--- src/rtl/sprite_pkg.sv ---
// Shared types and helpers for the sprite compositor: RGB pixel struct,
// pipeline depth and the animation-frame base address helper.
package sprite_pkg;

    typedef struct packed {
        logic [7:0] r;
        logic [7:0] g;
        logic [7:0] b;
    } rgb_t;

    localparam int PIPE_LAT       = 3;
    localparam int TRANSP_DEFAULT = 0;

    // Frame selects beyond the ROM's frame count fall back to frame 0
    function automatic int frame_base(input logic [1:0] frame, input int n_frames,
                                      input int w, input int h);
        return (int'(frame) >= n_frames) ? 0 : int'(frame) * w * h;
    endfunction

endpackage

--- src/rtl/palette_ram.sv ---
// Simple dual-port palette memory: one write port, one registered read port.
// A read and write to the same address in one cycle returns the old contents.
module palette_ram #(
    parameter int AW = 5,
    parameter int DW = 24
) (
    input  logic          clk,
    input  logic          we,
    input  logic [AW-1:0] waddr,
    input  logic [DW-1:0] wdata,
    input  logic          re,
    input  logic [AW-1:0] raddr,
    output logic [DW-1:0] rdata
);

    logic [DW-1:0] mem [2**AW];

    always_ff @(posedge clk) begin
        if (we)
            mem[waddr] <= wdata;
        if (re)
            rdata <= mem[raddr];
    end

endmodule

--- src/rtl/sprite_compositor.sv ---
// N-layer sprite/background compositor: hit-test and ROM addressing, priority
// and transparency resolve, palette lookup and per-frame sprite-0 collisions.
module sprite_compositor
    import sprite_pkg::*;
#(
    parameter int N_SPR    = 4,
    parameter int SPR_W    = 35,
    parameter int SPR_H    = 33,
    parameter int N_FRAMES = 3,
    parameter int IDX_W    = 4,
    parameter int ADDR_W   = 19,
    parameter int TRANSP   = TRANSP_DEFAULT
) (
    input  logic                           Clk,
    input  logic                           Reset,
    input  logic                           pix_en,
    input  logic [9:0]                     DrawX,
    input  logic [9:0]                     DrawY,
    input  logic                           blank,
    input  logic                           vs,
    input  logic [N_SPR-1:0][9:0]          spr_x,
    input  logic [N_SPR-1:0][9:0]          spr_y,
    input  logic [N_SPR-1:0]               spr_act,
    input  logic [N_SPR-1:0][1:0]          spr_frame,
    output logic [N_SPR-1:0][ADDR_W-1:0]   spr_rom_addr,
    input  logic [N_SPR-1:0][IDX_W-1:0]    spr_rom_data,
    input  logic [IDX_W-1:0]               bg_idx,
    input  logic                           pal_we,
    input  logic [IDX_W:0]                 pal_waddr,
    input  logic [23:0]                    pal_wdata,
    output logic [7:0]                     Red,
    output logic [7:0]                     Green,
    output logic [7:0]                     Blue,
    output logic [N_SPR-1:0]               coll_mask,
    output logic                           frame_done
);

    localparam int PAL_AW = IDX_W + 1;

    logic [N_SPR-1:0]              hit_s0;
    logic [N_SPR-1:0][ADDR_W-1:0]  addr_s0;
    logic [N_SPR-1:0]              hit_d;
    logic [N_SPR-1:0]              opaque;
    logic [N_SPR-1:0]              coll_now;
    logic [N_SPR-1:0]              hits_now;
    logic [N_SPR-1:0]              accum;
    logic [PIPE_LAT-2:0]           blank_pipe;
    logic                          valid_d1;
    logic [PAL_AW-1:0]             pal_raddr;
    logic [23:0]                   pal_rdata;
    rgb_t                          rgb_q;
    logic                          vs_d;
    logic                          vs_dd;
    logic                          vs_fall;

    // 11-bit diffs: a pixel left of/above the sprite goes "negative" and
    // lands far outside the sprite box instead of wrapping back into it
    for (genvar i = 0; i < N_SPR; i++) begin : g_spr
        logic [10:0] dx;
        logic [10:0] dy;
        assign dx = {1'b0, DrawX} - {1'b0, spr_x[i]};
        assign dy = {1'b0, DrawY} - {1'b0, spr_y[i]};
        assign hit_s0[i] = spr_act[i] && (dx < 11'(SPR_W)) && (dy < 11'(SPR_H));
        assign addr_s0[i] = hit_s0[i]
            ? ADDR_W'(frame_base(spr_frame[i], N_FRAMES, SPR_W, SPR_H)
                      + int'(dy) * SPR_W + int'(dx))
            : '0;
        assign opaque[i] = hit_d[i] && (spr_rom_data[i] != IDX_W'(TRANSP));
    end

    // Lowest-numbered opaque sprite wins; background bank otherwise
    always_comb begin
        pal_raddr = {1'b1, bg_idx};
        coll_now  = '0;
        for (int i = N_SPR - 1; i >= 0; i--)
            if (opaque[i])
                pal_raddr = {1'b0, spr_rom_data[i]};
        for (int i = 1; i < N_SPR; i++)
            coll_now[i] = opaque[i] & opaque[0];
    end

    assign hits_now = (pix_en && valid_d1) ? coll_now : '0;

    palette_ram #(
        .AW (PAL_AW),
        .DW (24)
    ) u_palette (
        .clk   (Clk),
        .we    (pal_we),
        .waddr (pal_waddr),
        .wdata (pal_wdata),
        .re    (pix_en),
        .raddr (pal_raddr),
        .rdata (pal_rdata)
    );

    always_ff @(posedge Clk or posedge Reset) begin
        if (Reset) begin
            spr_rom_addr <= '0;
            hit_d        <= '0;
            valid_d1     <= 1'b0;
            blank_pipe   <= '0;
            rgb_q        <= '0;
        end else if (pix_en) begin
            spr_rom_addr <= addr_s0;
            hit_d        <= hit_s0;
            valid_d1     <= 1'b1;
            blank_pipe   <= {blank_pipe[PIPE_LAT-3:0], blank};
            rgb_q        <= blank_pipe[PIPE_LAT-2] ? rgb_t'(pal_rdata) : '0;
        end
    end

    assign vs_fall = vs_dd & ~vs_d;

    // Collision accumulation runs on every Clk so a frame edge between
    // pixel beats is never missed
    always_ff @(posedge Clk or posedge Reset) begin
        if (Reset) begin
            vs_d       <= 1'b1;
            vs_dd      <= 1'b1;
            accum      <= '0;
            coll_mask  <= '0;
            frame_done <= 1'b0;
        end else begin
            vs_d       <= vs;
            vs_dd      <= vs_d;
            frame_done <= vs_fall;
            if (vs_fall) begin
                coll_mask <= accum | hits_now;
                accum     <= '0;
            end else begin
                accum <= accum | hits_now;
            end
        end
    end

    assign Red   = rgb_q.r;
    assign Green = rgb_q.g;
    assign Blue  = rgb_q.b;

endmodule

--- config.mk ---
export PLATFORM = sky130hd
export DESIGN_NAME = sprite_compositor
export DESIGN_NICKNAME = d
export VERILOG_FILES = /design/src/rtl/sprite_pkg.sv /design/src/rtl/palette_ram.sv /design/src/rtl/sprite_compositor.sv
export SDC_FILE = /design/constraint.sdc
export NUM_CORES = 2
export LEC_CHECK = 0
export ABC_CLOCK_PERIOD_IN_PS = 5000
export CORE_MARGIN = 4
export CORE_UTILIZATION = 35
export CTS_BUF_LIST = sky130_fd_sc_hd__clkbuf_16
export DETAILED_ROUTE_END_ITERATION = 10
export PLACE_DENSITY = 0.54
export SYNTH_ARGS = -nofsm -noshare
export SYNTH_HDL_FRONTEND = slang
export SYNTH_HIERARCHICAL = 1
export SYNTH_SLANG_ARGS = --single-unit
--- constraint.sdc ---
create_clock -name Clk -period 5 [get_ports Clk]
set_input_delay 1 -clock Clk [delete_from_list [all_inputs] [get_ports Clk]]
set_output_delay 1 -clock Clk [all_outputs]
set_load 0.01 [all_outputs]
Word-level counts from Yosys, hierarchy flattened
Memory sizes are Yosys's and may differ from the RTL's. A register that Yosys moved wholly into a read port is not among the register bits.
Index checks and enable logic that the tools add are counted.

storage, ports and cells
  input bits = 167
  bits in registers = 118
  ROM bits = 0
  RAM bits = 768
  latch bits = 0
  word-level logic and storage cells = 96
  memories = 1

operators by class
  bitwise operators = 6
  $mul = 12
  add/subtract/negate cells = 16
  divide/modulo/power cells = 0
  shift operators = 0
  equal/unequal tests = 0
  reduce and logical (&&, ||, !) cells = 17
  order comparisons = 12
  muxes and demuxes = 17

memories
  memory         depth  width  read ports  clocked after Yosys merged registers in  write ports  RTL line           RTL
  u_palette.mem  32     24     1           1                                        1            palette_ram.sv:16  logic [DW-1:0] mem [2**AW];

operator list
  cell                     count
  $lt A11 B6 Y1 const B    8
  $sub A10 B10 Y11         8
  $add A18 B11 Y19         4
  $mux W19                 4
  $add A14 B17 Y18         4
  $mul A11 B6 Y17 const B  4
  $mul A8 B6 Y14 const B   4
  $mux W14                 4
  $mul A2 B6 Y8 const B    4
  $mux W24                 1
  $mux W5                  4
  $reduce_bool A4 Y1       4
  $logic_and A1 B1 Y1      13
  $ge A2 B2 Y1 const B     4
  $mux W4                  2
  $and A1 B1 Y1            4
  $or A4 B4 Y4             1
  $mux W1                  2
  $not A1 Y1               1

Depth between registers and ports, before layout
  depth after elaboration = 6
  depth in mapped cells = 24
  depth with buffers taken out = 24

By module
Netlist, hierarchy kept.

modules (own cells, without submodules)
  module             cells each  area each (um^2)  sequential area each (um^2)  times used
  palette_ram        1711        30723.2           23782.8                      1
  sprite_compositor  1876        16044.1           2705.1                       1

Worst setup path before layout
OpenSTA, ideal clock, no wires.

  path kind = input to register
  start = input spr_y[11] (netlist bit)
  end = register spr_rom_addr[33] (netlist bit)
  buffers on the path = 0
  stages on the path = 22
  slack = -1.420 ns
  arrival = 6.319 ns
  setup time = 0.101 ns
  cells stage by stage = inv_1 -> ha_1 -> nor2b_1 -> o2111a_1 -> or3_1 -> and4_1 -> nor3_2 -> inv_1 -> ha_1 -> fa_1 -> fa_1 -> inv_1 -> fa_1 -> inv_1 -> ha_1 -> a21o_1 -> a2111oi_0 -> a21bo_2 -> a31o_2 -> a21oi_1 -> xor2_1 -> o32ai_1

between the ends
  cells in the longest elaborated chain, start to end = 5
  elaborated cells between the ends (all ways) = 7
  classes of those cells = add/sub: 3; mul: 1; order compare: 1; mux: 1; reduce/logical: 1

ends and longest elaborated chain
  item                  RTL line                  RTL
  start, declared       sprite_compositor.sv:22   input logic [N_SPR-1:0][9:0] spr_y,
  $sub A10 B10 Y11 (*)  sprite_compositor.sv:62   assign dy = {1'b0, DrawY} - {1'b0, spr_y[i]};
  $mul A11 B6 Y17       sprite_compositor.sv:66   + int'(dy) * SPR_W + int'(dx))
  $add A14 B17 Y18      sprite_compositor.sv:66
  $add A18 B11 Y19      sprite_compositor.sv:66
  $mux W19 (*)          sprite_compositor.sv:65   ? ADDR_W'(frame_base(spr_frame[i], N_FRAMES, SPR_W, SPR_H)
  end signal, assigned  sprite_compositor.sv:105  spr_rom_addr <= addr_s0;
  end, declared         sprite_compositor.sv:25   output logic [N_SPR-1:0][ADDR_W-1:0] spr_rom_addr,

Mark *: on every way between the ends. The rest lies on a longest branch, timed or not.
A chain may end at the register's enable or synchronous reset.

Worst setup path in the final report
  start = input spr_y[11] (netlist bit)
  end = register spr_rom_addr[34] (netlist bit)

The elaborated chain is that of the path after synthesis.

==> impl_metrics.py <==
metrics = {
    "setup_path": {
        "startpoint_type": "primary input",
        "critical_path_required_ns": 5.53,
        "worst_path_most_repeated_cell": "sky130_fd_sc_hd__buf_4",
        "timing.critical_path.arrival_ns": 6.15,
        "slowest_delay_ns": 0.43,
        "timing.critical_path.max_delay_family": "buffers and inverters",
        "timing.critical_path.to_type": "flip-flop",
        "timing.critical_path.slowest_stage_cell": "sky130_fd_sc_hd__or3_4",
        "critPathBufInv": 25,
        "timing.critical_path.fanout_max": 3,
        "critPathKind": "in2reg",
    },
    "clock_network": {
        "cts.sinks": 900,
        "cts_htree_levels": 3,
        "clk_path_buf_depth": 3,
        "clk_pin_slew_worst_paths_ns": 0.05,
        "cts-root-buf": "sky130_fd_sc_hd__clkbuf_16",
        "cts_buffers": 99,
        "tritoncts": "done",
        "source_to_sink_clock_delay_at_the_later_pin_of_the_worst_skew_pair_ns": 0.70,
        "cts_hold_buffers": 0,
    },
    "routing": {
        "routed_wirelength_um": 131000,
        "drt_iter0_markers": 1889,
        "post-route-drc-count": 0,
        "vias": 31500,
        "via_per_inst": 4.99,
        "route.antenna.remaining_nets": 0,
        "route.detailed.wl_per_inst_um": 20.7,
        "detailedRoute.firstPassIterationCount": 5,
    },
    "cells_and_area": {
        "finish.net_count": 5044,
        "final_cell_area_sq_mm": 0.0623,
        "mostFrequentLayoutCell": "sky130_fd_sc_hd__edfxtp_1",
        "layout.filler_cells": 11800,
        "drive_above_1_share_pct": 27.7,
        "fraction_of_the_core_area_covered_by_cells_at_the_end_of_the_flow_pct": 47.1,
        "layout.cells.most_common_list": "sky130_fd_sc_hd__edfxtp_1, sky130_fd_sc_hd__buf_4, sky130_fd_sc_hd__inv_1",
        "layout-area-overhead-vs-synth_pct": 33.2,
    },
    "grt": {
        "first_global_vias": 32000,
        "grt_start_max_net_pins": 66,
        "overflow": 0,
        "grt_first_pass_wirelength_um": 197000,
        "groute.usage.overall_pct": 18.3,
        "initial_antenna_violation_count": 1,
    },
    "timing": {
        "fmax_mhz": 178,
        "finalMaxSlewViolations": 0,
        "tightest_slew_ns": 1.33,
        "post-route-min-period_ns": 5.62,
        "final_min_period_over_clock_period_pct": 112,
        "largest_clock_skew_in_the_final_design_ns": 0.0335,
        "fin_tns_setup_ns": -6.05,
        "slew-limit-headroom_pct": 11.2,
        "final_critical_path_setup_slack_ns": -0.617,
        "setup_repair_after_global_routing_missed_its_margin": "yes",
        "setup_viol_count_final": 28,
        "final_hold_vio_count": 0,
    },
    "synthesis": {
        "synthesis.area_per_instance_sq_um": 13.0,
        "synth-main-ff-cell": "sky130_fd_sc_hd__edfxtp_1",
        "synth.area.mux_share_pct": 8.34,
        "syn_inst": 3587,
        "syn_area_sq_mm": 0.0468,
        "ys_top_cells_by_area": "sky130_fd_sc_hd__edfxtp_1, sky130_fd_sc_hd__mux2i_1, sky130_fd_sc_hd__ha_1",
        "yosysUniqueCellTypes": 86,
        "largest_family_of_logic_cells_by_synthesized_area": "adder cells",
        "synth.yosys.seq_area_share_pct": 56.6,
        "synth_top_area_cell": "sky130_fd_sc_hd__edfxtp_1",
        "synth_top_cell_area_share_pct": 50.9,
        "synthAdderAreaFrac_pct": 12.5,
        "ys_ff_latch": 900,
        "synth_simple_gate_area_share_pct": 6.19,
        "postSynth.asyncResetShare_pct": 12.0,
        "synth-edff-count": 792,
        "synth_compound_area_share_pct": 8.86,
        "synth_warnings": 6,
        "xor_xnor_portion_of_the_synthesized_cell_area_pct": 1.78,
    },
    "outcome": {
        "failing_checks": "setup timing",
        "status": "complete, but fails checks",
    },
    "place": {
        "buffer_ports.inserted": 262,
        "detailed_place_hpwl_um": 88100,
        "place_congestion": 0.859,
        "placedInstanceArea_sq_mm": 0.0562,
    },
    "floorplanning": {
        "initial_core_util_pct": 35.4,
        "floorplan.die_area_sq_mm": 0.140,
        "die_x_um": 374,
        "core_area_sq_mm": 0.132,
        "placement_rows": 133,
        "fp.dieH_um": 374,
        "ios": 272,
    },
    "flow_run": {
        "cap_violations": 0,
    },
    "min_path": {
        "hold_class": "reg2reg",
    },
    "power": {
        "static-leakage-power_nw": 25.3,
        "power.density_cell_area_mw_per_mm2": 525,
        "vdd_drop_max_uv": 606,
        "power_mw": 32.7,
    },
}
worst reg2reg max path: stages (launching register included):
cell,delay [ns]
sky130_fd_sc_hd__dfrtp_1,0.58
sky130_fd_sc_hd__o41ai_1,0.24
sky130_fd_sc_hd__nand2_1,0.12
sky130_fd_sc_hd__a21oi_1,0.17
sky130_fd_sc_hd__a21oi_1,0.09
sky130_fd_sc_hd__nor2_1,0.11
sky130_fd_sc_hd__a21oi_1,0.05
sky130_fd_sc_hd__o21ai_0,0.39
sky130_fd_sc_hd__buf_12,0.19
sky130_fd_sc_hd__nor2b_4,0.21
sky130_fd_sc_hd__buf_12,0.22
sky130_fd_sc_hd__buf_4,0.24
sky130_fd_sc_hd__a22oi_1,0.12
sky130_fd_sc_hd__a31oi_1,0.26
sky130_fd_sc_hd__buf_4,0.16
sky130_fd_sc_hd__nand3_1,0.17
what timing repair did:
item	4_1_cts	5_1_grt
buffers inserted	77	39
endpoints found under the hold margin	0	0
gates resized for setup	287	239
endpoints found under the setup margin	38	36
pin swaps	207	152
cloned	0	0
synth_stat cells, types with 16 or more instances:
cell type	instances
sky130_fd_sc_hd__inv_1	493
sky130_fd_sc_hd__xor2_1	44
sky130_fd_sc_hd__a21o_1	28
sky130_fd_sc_hd__clkbuf_1	47
sky130_fd_sc_hd__mux2i_1	385
sky130_fd_sc_hd__buf_2	35
sky130_fd_sc_hd__dfrtp_1	106
sky130_fd_sc_hd__and3_1	19
sky130_fd_sc_hd__or3_1	16
sky130_fd_sc_hd__nor3_1	46
sky130_fd_sc_hd__a31oi_1	38
sky130_fd_sc_hd__nor2b_1	24
sky130_fd_sc_hd__nand2_1	167
sky130_fd_sc_hd__nand3_1	104
sky130_fd_sc_hd__nand2b_1	26
sky130_fd_sc_hd__a21oi_1	160
sky130_fd_sc_hd__edfxtp_1	792
sky130_fd_sc_hd__a22o_1	50
sky130_fd_sc_hd__o32ai_1	46
sky130_fd_sc_hd__or2_2	16
sky130_fd_sc_hd__buf_4	22
sky130_fd_sc_hd__fa_1	112
sky130_fd_sc_hd__xnor2_1	51
sky130_fd_sc_hd__buf_6	23
sky130_fd_sc_hd__nor2_1	101
sky130_fd_sc_hd__ha_1	288
sky130_fd_sc_hd__o21ai_0	66
sky130_fd_sc_hd__a22oi_1	79
registers in the layout (all words and copies together), names as in the netlist:
| signal | flops |
|---|---|
| Blue | 8 |
| Red | 8 |
| vs_dd | 1 |
| u_palette/rdata | 24 |
| blank_pipe | 2 |
| spr_rom_addr | 68 |
| hit_d | 4 |
| frame_done | 1 |
| coll_mask | 3 |
| u_palette/mem | 768 |
| accum | 3 |
| valid_d1 | 1 |
| Green | 8 |
| vs_d | 1 |
logic make-up (layout without fill, tap and decap cells):
kind of cell    count (synthesis)  in the layout
compound gates                593            593
xor+xnor                       95             95
fa+ha+maj                     400            400
buf+inv                       626           1590
flops                         900            900
mux                           389            389
other cells                     2             15
simple gates                  582            582
metrics by stage:
| step | instances | hold WS, ns | worst slack, ns |
|---|---|---|---|
| 3_5_place_dp | 6033 | 0.357 | -1.80 |
| 2_1_floorplan | 3598 | 0.351 | -0.945 |
| 4_1_cts | 6290 | 0.365 | -0.651 |
| 6_report | 6319 | 0.365 | -0.617 |
| 3_3_place_gp | 6033 | 0.357 | -1.70 |
| 5_1_grt | 6317 | 0.370 | -0.699 |
report_power, final:
group          switching (mW)  internal [mW]
clock network            3.04           4.01
logic                    8.36           8.90
registers              0.0498           8.33
total                    11.5           21.2
layer usage:
metal  GRT usage [%]  up-vias  part of all wire, %  wire length [um]
li1                -    14800                    -                 -
met1            25.6    15800                   46             59900
met2            30.0      744                   47             61700
met3            2.99      140                  5.1              6700
met4            4.08        0                  2.1              2690
met5               0        -                    0                 0
final cells by class:
| class | count | area (sq um) | share of cell area [%] |
|---|---|---|---|
| Multi-Input combinational cell | 2072 | 20500 | 33.0 |
| Antenna cell | 2 | 5.00 | 0.00804 |
| Clock inverter | 86 | 671 | 1.08 |
| Clock buffer | 100 | 2500 | 4.02 |
| Inverter | 493 | 1920 | 3.08 |
| Tap cell | 1755 | 2200 | 3.53 |
| Sequential cell | 900 | 26500 | 42.5 |
| Timing Repair Buffer | 911 | 7970 | 12.8 |
path summary, 6_finish.rpt:
path | endpoint | startpoint | cells past startpoint | slack (ns)
max | spr_rom_addr[34]$_DFFE_PP0P_ | spr_y[11] | 35 | -0.62
min | vs_dd$_DFF_PP1_ | vs_d$_DFF_PP1_ | 0 | 0.37
max reg2reg | u_palette/rdata[12]$_DFFE_PP_ | hit_d[3]$_DFFE_PP0P_ | 15 | 1.37
min reg2reg | vs_dd$_DFF_PP1_ | vs_d$_DFF_PP1_ | 0 | 0.37
max in group asynchronous | spr_rom_addr[69]$_DFFE_PP0P_ | Reset | 3 | 3.33
min in group asynchronous | frame_done$_DFF_PP0_ | Reset | 2 | 0.80
Power figures use the tool's default switching activity.
